[config.mk]
export PLATFORM = sky130hd
export DESIGN_NAME = magnetron_duty_ctrl
export DESIGN_NICKNAME = d
export VERILOG_FILES = /design/src/rtl/magnetron_duty_ctrl_pkg.sv /design/src/rtl/magnetron_duty_ctrl_duty_gen.sv /design/src/rtl/magnetron_duty_ctrl.sv
export SDC_FILE = /design/constraint.sdc
export NUM_CORES = 1
export LEC_CHECK = 0
export BUFFER_PORTS_ARGS = -buffer_cell sky130_fd_sc_hd__buf_2
export CORE_MARGIN = 4
export CORE_UTILIZATION = 24
export DETAILED_ROUTE_END_ITERATION = 16
export PLACE_DENSITY_LB_ADDON = 0.3
export SLEW_MARGIN = 20
export SYNTH_ARGS = -nofsm -noshare
export SYNTH_HDL_FRONTEND = slang
export SYNTH_HIERARCHICAL = 1
export SYNTH_SLANG_ARGS = --single-unit
[constraint.sdc]
create_clock -name clk -period 4.2 [get_ports clk]
set_input_delay 0 -clock clk [delete_from_list [all_inputs] [get_ports clk]]
set_output_delay 0 -clock clk [all_outputs]
set_load 0.1 [all_outputs]
[src/rtl/magnetron_duty_ctrl_pkg.sv]
// Shared definitions for the magnetron duty-cycle controller: state encodings
// (identical to the panel/display encodings) and a sizing helper.
package magnetron_duty_ctrl_pkg;

  typedef enum logic [1:0] {
    ST_IDLE  = 2'd0,
    ST_COOK  = 2'd1,
    ST_PAUSE = 2'd2
  } state_t;

  // Counter width for a range 0..n-1, never narrower than one bit.
  function automatic int unsigned bits_for(input int unsigned n);
    return (n > 1) ? $clog2(n) : 1;
  endfunction

endpackage

[src/rtl/magnetron_duty_ctrl_duty_gen.sv]
// Time-proportional duty generator: a LEVELS*SLICE-cycle window counter, a
// power-level latch refreshed at window start, and the registered on/off compare.
module mag_duty_gen
  import magnetron_duty_ctrl_pkg::*;
#(
  parameter int unsigned LEVELS = 10,
  parameter int unsigned SLICE  = 100,
  localparam int unsigned PW    = $clog2(LEVELS + 1)
) (
  input  logic          clk,
  input  logic          resetn,
  input  logic          run,
  input  logic          restart,
  input  logic [PW-1:0] power_level,
  output logic          duty
);

  localparam int unsigned WIN   = LEVELS * SLICE;
  localparam int unsigned WW    = bits_for(WIN);
  localparam int unsigned PRODW = $clog2(WIN + 1);

  logic [WW-1:0] win;
  logic [WW-1:0] win_next;
  logic [PW-1:0] lvl;
  logic [PW-1:0] lvl_next;
  logic [PW-1:0] lvl_clamp;
  logic          wrap;
  logic          duty_q;
  logic          duty_next;

  // NOTE: every always_comb output gets a default first so no path leaves it
  // unassigned; a missing default is how a latch gets inferred.
  always_comb begin
    win_next  = '0;
    lvl_next  = lvl;
    wrap      = (win == WW'(WIN - 1));
    lvl_clamp = (power_level > PW'(LEVELS)) ? PW'(LEVELS) : power_level;

    if (run) begin
      if (restart || wrap) begin
        win_next = '0;
        lvl_next = lvl_clamp;
      end else begin
        win_next = win + WW'(1);
      end
    end

    // lvl*SLICE never exceeds WIN, so PRODW bits hold the threshold exactly.
    duty_next = run && (PRODW'(win_next) < (PRODW'(lvl_next) * PRODW'(SLICE)));
  end

  // NOTE: sequential state uses non-blocking assignments so every register
  // samples pre-edge values, independent of statement order.
  always_ff @(posedge clk or negedge resetn) begin
    if (!resetn) begin
      win    <= '0;
      lvl    <= '0;
      duty_q <= 1'b0;
    end else begin
      win    <= win_next;
      lvl    <= lvl_next;
      duty_q <= duty_next;
    end
  end

  assign duty = duty_q;

endmodule

[src/rtl/magnetron_duty_ctrl.sv]
// Magnetron cook/pause/idle controller with duty-cycled power and a hard door
// interlock. Optional post-cook start lockout enabled by `define MAG_COOLDOWN_EN.
module magnetron_duty_ctrl
  import magnetron_duty_ctrl_pkg::*;
#(
  parameter int unsigned LEVELS      = 10,
  parameter int unsigned SLICE       = 100,
  parameter int unsigned COOL_CYCLES = 1000,
  localparam int unsigned PW         = $clog2(LEVELS + 1)
) (
  input  logic          clk,
  input  logic          resetn,
  input  logic          startn,
  input  logic          stopn,
  input  logic          clearn,
  input  logic          door_closed,
  input  logic          timer_done,
  input  logic [PW-1:0] power_level,
  output logic          mag_on,
  output logic          cooking,
  output logic          paused
);

  state_t state;
  state_t next_state;
  logic   start_q;
  logic   start_edge;
  logic   start_ok;
  logic   clear;
  logic   halt;
  logic   duty;

  assign start_edge = start_q && !startn;
  assign clear      = !clearn;
  assign halt       = !stopn || !door_closed;

  always_ff @(posedge clk or negedge resetn) begin
    if (!resetn) start_q <= 1'b1;
    else         start_q <= startn;
  end

`ifdef MAG_COOLDOWN_EN
  localparam int unsigned CW = $clog2(COOL_CYCLES + 1);

  logic [CW-1:0] cool_cnt;

  // Any COOK exit (including clear) re-arms the lockout.
  always_ff @(posedge clk or negedge resetn) begin
    if (!resetn) begin
      cool_cnt <= '0;
    end else if (state == ST_COOK && next_state != ST_COOK) begin
      cool_cnt <= CW'(COOL_CYCLES);
    end else if (cool_cnt != '0) begin
      cool_cnt <= cool_cnt - CW'(1);
    end
  end

  assign start_ok = start_edge && (cool_cnt == '0);
`else
  if (COOL_CYCLES != 0) begin : g_cool_absent
  end

  assign start_ok = start_edge;
`endif

  always_comb begin
    next_state = state;
    unique case (state)
      ST_IDLE: begin
        if (!clear && !timer_done && !halt && start_ok) next_state = ST_COOK;
      end
      ST_COOK: begin
        if (clear || timer_done) next_state = ST_IDLE;
        else if (halt)           next_state = ST_PAUSE;
      end
      ST_PAUSE: begin
        if (clear || timer_done)    next_state = ST_IDLE;
        else if (!halt && start_ok) next_state = ST_COOK;
      end
      default: next_state = ST_IDLE;
    endcase
  end

  always_ff @(posedge clk or negedge resetn) begin
    if (!resetn) state <= ST_IDLE;
    else         state <= next_state;
  end

  mag_duty_gen #(
    .LEVELS (LEVELS),
    .SLICE  (SLICE)
  ) u_duty (
    .clk         (clk),
    .resetn      (resetn),
    .run         (next_state == ST_COOK),
    .restart     (state != ST_COOK),
    .power_level (power_level),
    .duty        (duty)
  );

  // Door interlock is combinational so an opening door kills RF the same cycle.
  assign mag_on  = duty && door_closed;
  assign cooking = (state == ST_COOK);
  assign paused  = (state == ST_PAUSE);

endmodule

==> flow_metrics.tcl, run 1 <==
set metrics [dict create \
    synth_edf_count 0 \
    n_antenna_cell 0 \
    path_common_cell "ha_1" \
    finalHoldViolations 0 \
    rows 26 \
    drt-total-wl_um 2571 \
    p_per_area_nw_per_um2 292.4 \
    syn_to_final_growth_pct 16.49 \
    syn-cell-area_sq_um 1297 \
    cts_sinks 18 \
    clk_latency_ns 0.25 \
    relSlewSlack_pct 67.71 \
    worst_setup_path_start_kind "register" \
    clkTransAtPathRegs_ns 0.07 \
    grt_pass1_wl_um 4464 \
    routedWlPerCell_um 11.90 \
    nets 173 \
    gp_congestion 0.7645 \
    period_share_pct 92.32 \
    maxCapViolCount 0 \
    final.setup.tns_ns 0 \
    cts_max_path_buffers 2 \
    grt_max_degree 19 \
    final_layout_size_suffix_gt1_share_pct 18.49 \
    grt_overflow 0 \
    cts_tree "done" \
    critPathArrivalTime_ns 4.07 \
    rsz0062_at_grt "false" \
    async_flop_share_pct 100.0 \
    cp.buffers_inverters 2 \
    cpPeakStageDelay_ns 0.48 \
    io_pins 14 \
    route.detailed.drc 0 \
    crit_chain "nand2b_2, inv_2, o2111a_1, and2_1, a41oi_4, nand2_1, o21ai_0, ha_1, ha_1, fa_1, inv_1, ha_1, a21o_1, a221oi_2, nand4bb_1, nand4_1" \
    setup_viol 0 \
    leakage_uw 0.0007109 \
    dieArea_sq_um 6646 \
    ys_seq_area_share_pct 34.81 \
    syn_nets 155 \
    post-route-util_pct 29.22 \
    cp_data_required_time_ns 4.39 \
    avgViaCountPerCell 4.352 \
    cts_max_level 1 \
    syn_inst 129 \
    ant_nets 0 \
    ys_seq_elements 18 \
    p_total_uw 441.9 \
    layout_common_cells "dfrtp_1, ha_1, buf_2" \
    initial_core_util_pct 25.08 \
    portBuffers 13 \
    path_delay_family "compound AO/OA/AOI/OAI gates" \
    antenna_found_initial 0 \
    drt_first_pass_iters 3 \
    fmax_mhz 257.9 \
    grt_usage_pct 8.775 \
    syn_avg_cell_area_sq_um 10.06 \
    period_needed_ns 3.877 \
    cp_max_fo 13 \
    critPathKind "reg2reg" \
    cts_root_buffer "clkbuf_8" \
    ir_drop_uv 159.9 \
    tightest_slew_ns 0.4878 \
    outcome "completed" \
    min_path_type "in2reg" \
    num_vias 940 \
    numCtsBuffers 3 \
    dp_hpwl_um 2066 \
    die_x_um 81.53 \
    synth_flop_cell "dfrtp_1" \
    synth.distinct_cells 41 \
    fp.dieH_um 81.53 \
    grt_pass1_vias 964 \
    yosysWarnings 6 \
    crit_path_top_delay_cell "fa_1" \
    maxSlewViolCount 0 \
    final_common_cell "dfrtp_1" \
    critPathCaptureType "register" \
    clock_skew_ns 0.001727 \
    drt_iter0_drc 25 \
    core_sq_um 5172 \
]
==> worst register-to-register path: stages, from the launching register on <==
cell and delay, ns:
dfrtp_1 0.42, nand2b_2 0.12, inv_2 0.05, o2111a_1 0.25
and2_1 0.16, a41oi_4 0.38, nand2_1 0.13, o21ai_0 0.17
ha_1 0.30, ha_1 0.23, fa_1 0.48, inv_1 0.04
ha_1 0.29, a21o_1 0.18, a221oi_2 0.35, nand4bb_1 0.15
nand4_1 0.12
==> cell usage after synthesis (2+ instances only) <==
cell / count / area, sq um
o21ai_1: 3 / 15.01
inv_1: 8 / 30.03
dfrtp_1: 17 / 425.4
buf_6: 2 / 22.52
nor2b_1: 3 / 18.77
nand2b_1: 3 / 18.77
ha_1: 14 / 175.2
xor2_1: 6 / 52.55
o21ai_0: 4 / 20.02
o2111a_1: 2 / 22.52
nand3_1: 6 / 30.03
o21a_1: 2 / 15.01
and2_1: 5 / 31.28
xnor2_1: 6 / 52.55
a21oi_1: 2 / 10.01
nand2_1: 7 / 26.28
nand4_1: 5 / 31.28
mux2i_1: 2 / 20.02
nor2_1: 10 / 37.54
==> cell type report <==
| class | instances | area [sq um] |
|---|---|---|
| Inverter | 9 | 33.78 |
| Multi-Input combinational cell | 99 | 790.8 |
| Tap cell | 70 | 87.58 |
| Sequential cell | 18 | 451.7 |
| Clock buffer | 4 | 55.05 |
| Timing Repair Buffer | 16 | 92.59 |
| Fill cell | 548 | 3661 |
==> logic make-up after synthesis <==
group	after synthesis	synth area share, %
simple gates	50	23.15
compound gates	19	11.76
flops	18	34.81
fa+ha+maj	15	15.04
xor+xnor	12	8.100
buf+inv	12	4.724
mux	3	2.411
==> path summary, 6_finish.rpt <==
| check | depth (start not counted) | startpoint | endpoint | slack (ns) |
|---|---|---|---|---|
| worst max-delay path | 16 | state[0] | u_duty/duty | 0.32 |
| worst min-delay path | 2 | stopn | state[0] | 0.02 |
| worst max register to register | 16 | state[0] | u_duty/duty | 0.32 |
| worst min register to register | 1 | u_duty/win[0] | u_duty/win[0] | 0.45 |
| max in group asynchronous | 2 | resetn | start_q | 3.65 |
| min in group asynchronous | 2 | resetn | u_duty/win[7] | 0.21 |
==> repair_timing <==
action                                 4_1_cts  5_1_grt
setup endpoints to repair                    0        1
buffers inserted                             0        0
gates resized for setup                      0        1
endpoints found under the hold margin       18        0
hold buffers                                 2        0
==> flip-flops by register name, indices dropped and copies added, names as in the netlist <==
| name | cells |
|---|---|
| state | 2 |
| start_q | 1 |
| u_duty/duty | 1 |
| u_duty/lvl | 4 |
| u_duty/win | 10 |
==> power by group <==
group / switching, uW / leakage, uW / internal, uW
Combinational: 62.7 / 0.000438 / 50.4
Sequential: 4.73 / 0.000244 / 181
Clock: 59.5 / 0.0000288 / 83.3
==> stage by stage <==
| step | setup slack (ns) | hold WS (ns) | cell area (sq um) | cells |
|---|---|---|---|---|
| floorplan | 0.1900 | -0.2956 | 1297 | 129 |
| global placement | 0.2560 | -0.03482 | 1430 | 210 |
| detailed placement | 0.1964 | -0.02901 | 1430 | 210 |
| CTS | 0.1717 | 0.01604 | 1505 | 216 |
| global route | 0.03583 | 0.02402 | 1511 | 216 |
| finish | 0.3226 | 0.02349 | 1511 | 216 |
==> metal layers <==
metal	vias to the layer above	routed length [um]	track usage, %	share of wire [%]
li1	493	-	-	-
met1	432	1277	11.81	50
met2	10	1179	13.52	46
met3	5	72	2.632	2.8
met4	0	41	2.534	1.6
met5	-	0	0	0
No activity file was read; power rests on OpenSTA's default activity.
==> run 2: changes to the inputs <==
CAP_MARGIN = 20   (was default)
clock period = 4.07 ns   (was 4.2 ns; I/O delays follow)
==> run 2 against run 1 <==
  * Sequential share of layout area shrank 0.68 points
  * Flip-flop and latch count is the same
  * Total power grew 5.0%
  * Die area is the same
  * Clock power grew 4%
  * Core utilization grew 0.68 points
  * Design area grew 2.3%
  * Setup slack gained 0.0078 ns
  * Register-to-register slack is essentially flat
  * Cell count grew 0.93%
  * Largest power group unchanged
  * Highest routed layer unchanged
==> flow_metrics.tcl, run 2 (synthesis results as in run 1) <==
set metrics [dict create \
    outcome "completed" \
    fillers 547 \
    dieArea_sq_um 6646 \
    maxSlewViolCount 0 \
    initial_core_util_pct 25.08 \
    cpPeakStageDelay_ns 0.42 \
    cts_root_buffer "clkbuf_8" \
    nets 175 \
    maxCapViolCount 0 \
    drt-total-wl_um 2665 \
    final_layout_size_suffix_gt1_share_pct 19.59 \
    largest_register "u_duty/win" \
    routedWlPerCell_um 12.22 \
    multi_input_area_sq_um 818.3 \
    p_per_area_nw_per_um2 300.0 \
    antenna_found_initial 0 \
    finalNonFillerCells 218 \
    cts_sinks 18 \
    fp.dieH_um 81.53 \
    crit_path_top_delay_cell "dfrtp_1" \
    r2r_setup_slack_ns 0.33 \
    worstSetupEndpoint "u_duty/duty" \
    clock_skew_ns 0.003277 \
    finalHoldViolations 0 \
    cts_tree "done" \
    layout_common_cells "dfrtp_1, ha_1, buf_2" \
    die_x_um 81.53 \
    n_antenna_cell 0 \
    num_vias 989 \
    reg2reg_from "state[0]" \
    grt_pass1_wl_um 4298 \
    rsz0062_at_grt "false" \
    regArea_sq_um 451.7 \
    ant_nets 0 \
    grt_overflow 0 \
    core_sq_um 5172 \
    portBuffers 13 \
    path_common_cell "ha_1" \
    rows 26 \
    worst_setup_path_start_kind "register" \
    tightest_slew_ns 0.4911 \
    route.detailed.drc 0 \
    cts_max_path_buffers 2 \
    relSlewSlack_pct 67.49 \
    clkTransAtPathRegs_ns 0.07 \
    critPathArrivalTime_ns 3.93 \
    grt_usage_pct 8.339 \
    dp_hpwl_um 2028 \
    cp_data_required_time_ns 4.26 \
    largest_registers "u_duty/win (10), u_duty/lvl (4), state (2)" \
    critPathKind "reg2reg" \
    largest_reg_flops 10 \
    postPlaceCellArea_sq_um 1430 \
    fmax_mhz 267.4 \
    critPathCaptureType "register" \
    placedCellCount 210 \
    grt_pass1_vias 906 \
    cp_max_fo 5 \
    design_area_sq_um 1546 \
    numCtsBuffers 3 \
    period_share_pct 91.88 \
    io_pins 14 \
    period_needed_ns 3.740 \
    crit_chain "nand2b_2, inv_2, o2111a_1, and2_1, a41oi_4, mux2_2, ha_1, inv_1, ha_1, nor2b_1, xnor2_1, ha_1, and2_1, a221oi_4, nand4bb_1, nand4_1" \
    ir_drop_uv 175.1 \
    drt_first_pass_iters 4 \
    syn_to_final_growth_pct 19.19 \
    cts_max_level 1 \
    grt_max_degree 19 \
    min_path_type "in2reg" \
    setup_viol 0 \
    avgViaCountPerCell 4.537 \
    clk_latency_ns 0.26 \
    leakage_uw 0.0007151 \
    gp_congestion 0.7858 \
    final.setup.tns_ns 0 \
    rr_worst_depth 16 \
    cp-startpoint "state[0]" \
    worstReg2RegEnd "u_duty/duty" \
    final_common_cell "dfrtp_1" \
    drt_iter0_drc 41 \
]
## run 2: changes by cell type in the layout (fill, tap and decap cells not counted)
| cell | before | now |
|---|---|---|
| buf_4 | 1 | 2 |
| a221oi_2 | 1 | 0 |
| a41oi_2 | 0 | 1 |
| a221oi_4 | 0 | 1 |
## run 2: worst min-delay path by stage
stage / to / slack [ns] / cells past startpoint / from
after detailed placement: u_duty/win[0] / -0.03 / 1 / resetn
final: state[0] / 0.02 / 2 / stopn
after global routing: state[0] / 0.01 / 2 / stopn
after floorplan: state[0] / -0.30 / 0 / resetn
after global placement: u_duty/win[7] / -0.03 / 1 / resetn
after CTS: state[0] / 0.009 / 2 / stopn
## run 2: area by class of cell
| cell class | count | share of cell area [%] |
|---|---|---|
| multi-input combinational | 100 | 52.91 |
| sequential | 18 | 29.21 |
| timing repair buffer | 17 | 6.473 |
| tap | 70 | 5.663 |
| clock buffer | 4 | 3.560 |
| inverter | 9 | 2.184 |
## run 2: worst max-delay path, delay by kind of cell, from the launching register on
kind | cells | cell delay [ns]
multiplexers | 1 | 0.40
AND/OR/NAND/NOR | 6 | 0.88
adder cells (fa/ha/maj) | 3 | 0.90
buffers and inverters | 2 | 0.09
flip-flops | 1 | 0.42
XOR/XNOR | 1 | 0.20
AO/OA/AOI/OAI | 3 | 0.78
## run 2: per-layer routing
metal / global-route usage [%] / up-vias / wire length, um
met5: 0 / - / 0
met4: 2.534 / 0 / 27
li1: - / 502 / -
met2: 11.56 / 13 / 1154
met1: 12.29 / 472 / 1409
met3: 2.412 / 2 / 73
## run 2: metrics by stage
stage	total power, uW	worst slack [ns]	util (%)	hold slack [ns]
after floorplan	278.0	0.05996	-	-0.2956
after global placement	312.5	0.1457	27.65	-0.03355
after detailed placement	312.4	0.09275	27.65	-0.03015
after CTS	467.6	0.08393	29.10	0.008947
after global routing	499.3	0.04074	29.90	0.01232
final	463.9	0.3304	29.90	0.01861
## run 2: timing repair
| item | 4_1_cts | 5_1_grt |
|---|---|---|
| hold buffers | 2 | 0 |
| gates resized for setup | 0 | 2 |
| endpoints found under the setup margin | 0 | 1 |
| setup buffers | 0 | 1 |
| hold endpoints to repair | 18 | 0 |
## run 2: where the power goes
part	total [uW]	internal [uW]	leakage (uW)	switching, uW
Sequential	192	187	0.000244	5.17
Clock	149	86.0	0.0000288	63.1
Combinational	123	54.0	0.000442	68.6
